<file path="src/rtl/uart_tx_cfg.sv">
// ---------------------------------------------------------------------------
// uart_tx_cfg -- configurable UART transmitter for the config path.
//
// Takes bytes on a valid/ready handshake and sends them LSB first on
// o_Tx_Serial. The baud divisor, parity mode and stop-bit count are read at
// the start of each frame and held until that frame ends.
//
// Optional feature macro: UART_TX_FIFO_EN. When it is defined, a FIFO_DEPTH
// entry FIFO buffers the input and frames are sent back to back. When it is
// undefined, one byte is accepted only while the transmitter is idle.
//
// Ports:
//   i_Clock         clock, rising edge
//   i_Rst_n         asynchronous active-low reset
//   i_Clks_Per_Bit  clocks per serial bit (0 is treated as 1)
//   i_Parity_En     append a parity bit
//   i_Parity_Odd    1 = odd parity, 0 = even parity
//   i_Two_Stop      send two stop bits instead of one
//   i_Tx_Valid      a byte is offered on i_Tx_Data
//   o_Tx_Ready      the offered byte is taken when i_Tx_Valid is also high
//   i_Tx_Data       the byte to send
//   o_Tx_Serial     serial line, idles high
//   o_Tx_Active     high from the start bit through the last stop bit
//   o_Tx_Done       one-cycle pulse after each completed frame
//   o_Fifo_Count    number of FIFO entries in use (always 0 without the FIFO)
// ---------------------------------------------------------------------------
module uart_tx_cfg #(
    parameter int WORD       = 8,
    parameter int CLKS_WIDTH = 16,
    parameter int FIFO_DEPTH = 4
) (
    input  logic                          i_Clock,
    input  logic                          i_Rst_n,
    input  logic [CLKS_WIDTH-1:0]         i_Clks_Per_Bit,
    input  logic                          i_Parity_En,
    input  logic                          i_Parity_Odd,
    input  logic                          i_Two_Stop,
    input  logic                          i_Tx_Valid,
    output logic                          o_Tx_Ready,
    input  logic [WORD-1:0]               i_Tx_Data,
    output logic                          o_Tx_Serial,
    output logic                          o_Tx_Active,
    output logic                          o_Tx_Done,
    output logic [$clog2(FIFO_DEPTH):0]   o_Fifo_Count
);

    localparam int BIT_W = $clog2(WORD + 1);
    localparam int CNT_W = $clog2(FIFO_DEPTH) + 1;

    typedef enum logic [2:0] {
        ST_IDLE,
        ST_START,
        ST_DATA,
        ST_PARITY,
        ST_STOP
    } state_t;

    state_t                  state_q;
    logic [CLKS_WIDTH-1:0]   clk_cnt_q;
    logic [CLKS_WIDTH-1:0]   n_m1_q;      // latched bit period minus one
    logic [BIT_W-1:0]        bit_idx_q;   // data bit index, reused as stop-bit index
    logic [WORD-1:0]         shift_q;
    logic                    par_bit_q;
    logic                    par_en_q;
    logic                    two_stop_q;
    logic                    serial_q;
    logic                    active_q;
    logic                    end_q;
    logic                    done_q;
    logic                    run_q;       // low until the first clock after reset

    logic                    bit_end;
    logic                    frame_end;
    logic                    start_frame;
    logic [WORD-1:0]         start_data;
    logic [CLKS_WIDTH-1:0]   clks_m1;
    logic                    line_d;

    assign bit_end   = (clk_cnt_q == n_m1_q);
    assign frame_end = (state_q == ST_STOP) && bit_end &&
                       (bit_idx_q == BIT_W'(two_stop_q));
    assign clks_m1   = (i_Clks_Per_Bit == '0) ? '0 : i_Clks_Per_Bit - CLKS_WIDTH'(1);

`ifdef UART_TX_FIFO_EN
    localparam int PTR_W = $clog2(FIFO_DEPTH);

    logic [WORD-1:0]   mem_q [FIFO_DEPTH];
    logic [PTR_W-1:0]  wr_ptr_q;
    logic [PTR_W-1:0]  rd_ptr_q;
    logic [CNT_W-1:0]  count_q;
    logic [CNT_W-1:0]  count_d;
    logic              ready_q;
    logic              push;
    logic              pop;

    assign push = i_Tx_Valid & o_Tx_Ready;
    // Pop while idle, or on the last stop-bit cycle so the next start bit follows with no gap.
    assign pop  = (count_q != '0) && ((state_q == ST_IDLE) || frame_end);

    always_comb begin
        count_d = count_q;
        unique case ({push, pop})
            2'b10:   count_d = count_q + CNT_W'(1);
            2'b01:   count_d = count_q - CNT_W'(1);
            default: count_d = count_q;
        endcase
    end

    // NOTE: storage has no reset; the pointers and count define what is valid.
    always_ff @(posedge i_Clock) begin
        if (push) mem_q[wr_ptr_q] <= i_Tx_Data;
    end

    always_ff @(posedge i_Clock or negedge i_Rst_n) begin
        if (!i_Rst_n) begin
            wr_ptr_q <= '0;
            rd_ptr_q <= '0;
            count_q  <= '0;
            ready_q  <= 1'b0;
        end else begin
            if (push) wr_ptr_q <= wr_ptr_q + PTR_W'(1);
            if (pop)  rd_ptr_q <= rd_ptr_q + PTR_W'(1);
            count_q <= count_d;
            ready_q <= (count_d != CNT_W'(FIFO_DEPTH));
        end
    end

    assign start_frame  = pop;
    assign start_data   = mem_q[rd_ptr_q];
    assign o_Tx_Ready   = ready_q & run_q;
    assign o_Fifo_Count = count_q;
`else
    assign o_Tx_Ready   = run_q & (state_q == ST_IDLE);
    assign start_frame  = (state_q == ST_IDLE) & i_Tx_Valid & o_Tx_Ready;
    assign start_data   = i_Tx_Data;
    assign o_Fifo_Count = '0;
`endif

    // NOTE: every output of an always_comb gets a default first, so no latch can be inferred.
    always_comb begin
        line_d = 1'b1;
        unique case (state_q)
            ST_START:  line_d = 1'b0;
            ST_DATA:   line_d = shift_q[0];
            ST_PARITY: line_d = par_bit_q;
            default:   line_d = 1'b1;
        endcase
    end

    // The line and status flags are registered from the current state, so they
    // trail the state by one cycle. Done waits one cycle more so that it lands
    // in the cycle after the last stop bit is visible on the line.
    // NOTE: state is updated with non-blocking assignments only, so all regs see the pre-edge values.
    always_ff @(posedge i_Clock or negedge i_Rst_n) begin
        if (!i_Rst_n) begin
            state_q    <= ST_IDLE;
            clk_cnt_q  <= '0;
            n_m1_q     <= '0;
            bit_idx_q  <= '0;
            shift_q    <= '0;
            par_bit_q  <= 1'b0;
            par_en_q   <= 1'b0;
            two_stop_q <= 1'b0;
            serial_q   <= 1'b1;
            active_q   <= 1'b0;
            end_q      <= 1'b0;
            done_q     <= 1'b0;
            run_q      <= 1'b0;
        end else begin
            run_q    <= 1'b1;
            serial_q <= line_d;
            active_q <= (state_q != ST_IDLE);
            end_q    <= frame_end;
            done_q   <= end_q;

            if (start_frame) begin
                state_q    <= ST_START;
                clk_cnt_q  <= '0;
                bit_idx_q  <= '0;
                shift_q    <= start_data;
                par_bit_q  <= (^start_data) ^ i_Parity_Odd;
                n_m1_q     <= clks_m1;
                par_en_q   <= i_Parity_En;
                two_stop_q <= i_Two_Stop;
            end else if (state_q != ST_IDLE) begin
                if (!bit_end) begin
                    clk_cnt_q <= clk_cnt_q + CLKS_WIDTH'(1);
                end else begin
                    clk_cnt_q <= '0;
                    unique case (state_q)
                        ST_START: state_q <= ST_DATA;
                        ST_DATA: begin
                            shift_q <= shift_q >> 1;
                            if (bit_idx_q == BIT_W'(WORD - 1)) begin
                                bit_idx_q <= '0;
                                state_q   <= par_en_q ? ST_PARITY : ST_STOP;
                            end else begin
                                bit_idx_q <= bit_idx_q + BIT_W'(1);
                            end
                        end
                        ST_PARITY: state_q <= ST_STOP;
                        ST_STOP: begin
                            if (frame_end) state_q <= ST_IDLE;
                            else           bit_idx_q <= bit_idx_q + BIT_W'(1);
                        end
                        default: state_q <= ST_IDLE;
                    endcase
                end
            end
        end
    end

    assign o_Tx_Serial = serial_q;
    assign o_Tx_Active = active_q;
    assign o_Tx_Done   = done_q;

endmodule

</file>
<file path="config.mk">
export PLATFORM = sky130hd
export DESIGN_NAME = uart_tx_cfg
export DESIGN_NICKNAME = d
export VERILOG_FILES = /design/src/rtl/uart_tx_cfg.sv
export SDC_FILE = /design/constraint.sdc
export NUM_CORES = 1
export LEC_CHECK = 0
export ABC_CLOCK_PERIOD_IN_PS = 3000
export CAP_MARGIN = 20
export CORE_MARGIN = 5
export CORE_UTILIZATION = 40
export DETAILED_ROUTE_END_ITERATION = 12
export PLACE_DENSITY = 0.68
export SETUP_SLACK_MARGIN = 0.4
export SYNTH_ARGS = -nofsm -noshare
export SYNTH_HDL_FRONTEND = slang
export SYNTH_SLANG_ARGS = --single-unit
export TNS_END_PERCENT = 30
</file>
<file path="constraint.sdc">
create_clock -name i_Clock -period 3 [get_ports i_Clock]
set_clock_uncertainty 0.2 [all_clocks]
set_input_delay 0.3 -clock i_Clock [delete_from_list [all_inputs] [get_ports i_Clock]]
set_output_delay 0.3 -clock i_Clock [all_outputs]
set_load 0.05 [all_outputs]
</file>
==> metrics.md <==
| Metric | Value |
|---|---|
| Seq cells post-synth | 55 |
| Total clock sinks | 55 |
| 1st-iter DRT viols | 107 |
| Final Hold Fails | 0 |
| Antenna cell count | 0 |
| Worst setup SP type | flop |
| Post-layout min period | 2.41 ns |
| Leakage power total | 1.58 nW |
| Clock buffer count from CTS | 5 |
| GRT Util Overall | 13.4% |
| GR Overflow Total | 0 |
| Max-cap viol count | 0 |
| Worst min-delay path class | reg -> reg |
| Fin nets | 384 |
| Root Driver | clkbuf_8 |
| I/O pin cnt | 37 |
| Number of setup buffers added after CTS | 0 |
| WL/cell | 13.6 um |
| P per Cell Area | 681 nW/um^2 |
| Cell accounting for the most synthesized area | dfrtp_1 |
| Largest net degree at the start of global routing | 22 |
| Critical path type | reg -> out |
| Buffers on Ports | 33 |
| Drt first pass iters | 4 |
| Vias | 2,315 |
| CTS Buffer Depth | 2 |
| Die ar. | 9500 sq um |
| RSZ-0062 raised after global routing | no |
| Total wire length | 6.12 mm |
| Syn avg cell area | 9.84 sq um |
| Warnings from Yosys | 0 |
| CTS tree | built |
| DP Wirelength | 4.66 mm |
| Worst setup EP type | primary output |
| Post-DR vias/cell | 5.14 |
| Final max-slew violation count | 0 |
| Worst Path Max Fanout | 14 |
| Top-area cell type share of the netlist area | 44.2% |
| Worst-Margin Slew | 0.508 ns |
| Sequential share of the synthesized area | 45.0% |
| Setup_tns | 0 ns |
| Final setup fails | 0 |
| Synth top area cells | dfrtp_1 44%, xor2_1 8.0%, xnor2_1 6.3% |
| Post-synth EDFFs | 0 |
| Area Overhead vs Synth | 17.9% |
| Die Y | 97.5 um |
| CORE AREA | 7370 sq um |
| Maximum VDD drop | 0.257 mV |
| Top FF cell, synth | dfrtp_1 |
| Vias in the first global route | 2,326 |
| Num rows | 31 |
| First-pass GRT wire length | 10.7 mm |
| Max Clk Rate | 414 MHz |
| Reg clk slew, reported paths | 0.09 ns |
| H-tree depth | 2 |
| CP required | 2.50 ns |
| Library cells used by synthesis | 52 |
| Initial antenna violation count | 0 |
| Die Span X | 97.5 um |
| Slowest cell on crit path | dfrtp_1 |
| Asr flop ratio synth | 100% |
| Worst hold slack | 0.164 ns |
| Outcome | complete, no violations |
| Synthesized instance count | 311 |
| Placer Congestion | 0.786 |
| Crit path DAT | 1.91 ns |
| Slowest stage delay, CP | 0.53 ns |
| Initial Util | 41.5% |
| Antenna viol nets, final | 0 |
| Clk Latency, worst-skew pair | 0.31 ns |
| Slew margin rel. | 65.8% |
| Residual DRC | 0 |
| Crit share post-route | 80.5% |
| Layout cells sized above 1 | 10.3% |
| Cells along the critical path | nor3_1 > and2_1 > dlygate4sd2_1 |
| Area of the mapped netlist | 3060 sq um |
routing by layer:
layer	global-route usage, %	up-vias	routed length [um]
met5	0	-	0
li1	-	1151	-
met1	17.6	1112	2970
met4	5.32	0	172
met2	21.8	40	2830
met3	2.44	12	150
state kept, by name, indices dropped and copies added (netlist names), 3 cells and up:
signal	cells
clk_cnt_q	16
bit_idx_q	4
n_m1_q	16
shift_q	8
state_q	3
power by group:
part           switching, W  internal, W
Sequential         0.000238     0.000999
Combinational      0.000406     0.000419
Clock              0.000230     0.000165
worst max-delay path: cells and delay by family, from the launching register on:
kind                   cells  cell delay (ns)
buffers and inverters      1             0.52
flip-flops                 1             0.53
AND/OR/NAND/NOR            2             0.55
cell type report:
cell class | instances | area, sq um
clock inverters | 1 | 5.00
well taps | 99 | 124
inverters | 12 | 45.0
clock buffers | 7 | 76.3
flip-flops and latches | 55 | 1380
multi-input cells | 234 | 1590
repair buffers | 42 | 394
fillers | 696 | 3760
cell usage after synthesis, types with 3 or more instances:
| cell | count |
|---|---|
| nand3_1 | 10 |
| clkbuf_1 | 7 |
| or4_1 | 3 |
| dfrtp_1 | 54 |
| inv_1 | 12 |
| mux2_2 | 16 |
| nor3_1 | 10 |
| a21oi_1 | 3 |
| ha_1 | 4 |
| nor4_1 | 7 |
| nand2b_1 | 4 |
| nand2_1 | 32 |
| buf_4 | 3 |
| o21a_1 | 3 |
| nor2b_1 | 3 |
| xnor2_1 | 22 |
| o21ai_0 | 20 |
| nor2_1 | 24 |
| mux2i_1 | 3 |
| nand4_1 | 4 |
| xor2_1 | 28 |
cell families (layout without fill, tap and decap cells):
| kind of cell | Yosys count | count (layout) | share of synthesized area (%) |
|---|---|---|---|
| fa+ha+maj | 4 | 4 | 1.64 |
| mux | 19 | 19 | 6.87 |
| buf+inv | 24 | 62 | 3.39 |
| other cells | 2 | 4 | 0.245 |
| flops | 55 | 55 | 45.0 |
| compound gates | 48 | 48 | 11.0 |
| simple gates | 109 | 109 | 17.6 |
| xor+xnor | 50 | 50 | 14.3 |
timing repair:
action / in CTS / in global routing
hold endpoints to repair: 14 / 0
hold buffers: 1 / 0
gates resized for setup: 1 / 0
endpoints found under the setup margin: 1 / 0
metrics by stage:
stage | instances | instance area (sq um) | utilization [%] | worst slack [ns] | total power, W
after global placement | 441 | 3520 | 47.7 | 0.553 | 0.00205
after CTS | 450 | 3610 | 49.0 | 0.582 | 0.00248
final | 450 | 3610 | 49.0 | 0.586 | 0.00246
after global routing | 450 | 3610 | 49.0 | 0.454 | 0.00265
after floorplan | 313 | 3070 | - | 0.805 | 0.00183
after detailed placement | 441 | 3520 | 47.7 | 0.503 | 0.00208
placed cells by master (no fill, tap or decap), types with 12 or more instances in the layout:
cell type,instances
xnor2_1,22
inv_1,12
xor2_1,28
mux2_2,16
o21ai_0,20
dfrtp_1,54
nor2_1,24
nand2_1,32
clkdlybuf4s50_1,31
worst paths after layout:
path | startpoint | depth (start not counted) | slack (ns) | to
setup reg to reg | clk_cnt_q[9] | 5 | 0.66 | shift_q[1]
max in group asynchronous | i_Rst_n | 3 | 1.72 | o_Tx_Serial
min in group asynchronous | i_Rst_n | 2 | 0.23 | shift_q[7]
hold reg to reg | end_q | 0 | 0.16 | o_Tx_Done
hold / removal | end_q | 0 | 0.16 | o_Tx_Done
setup / recovery | state_q[0] | 3 | 0.59 | o_Tx_Ready
(Power assumes the default switching activity.)
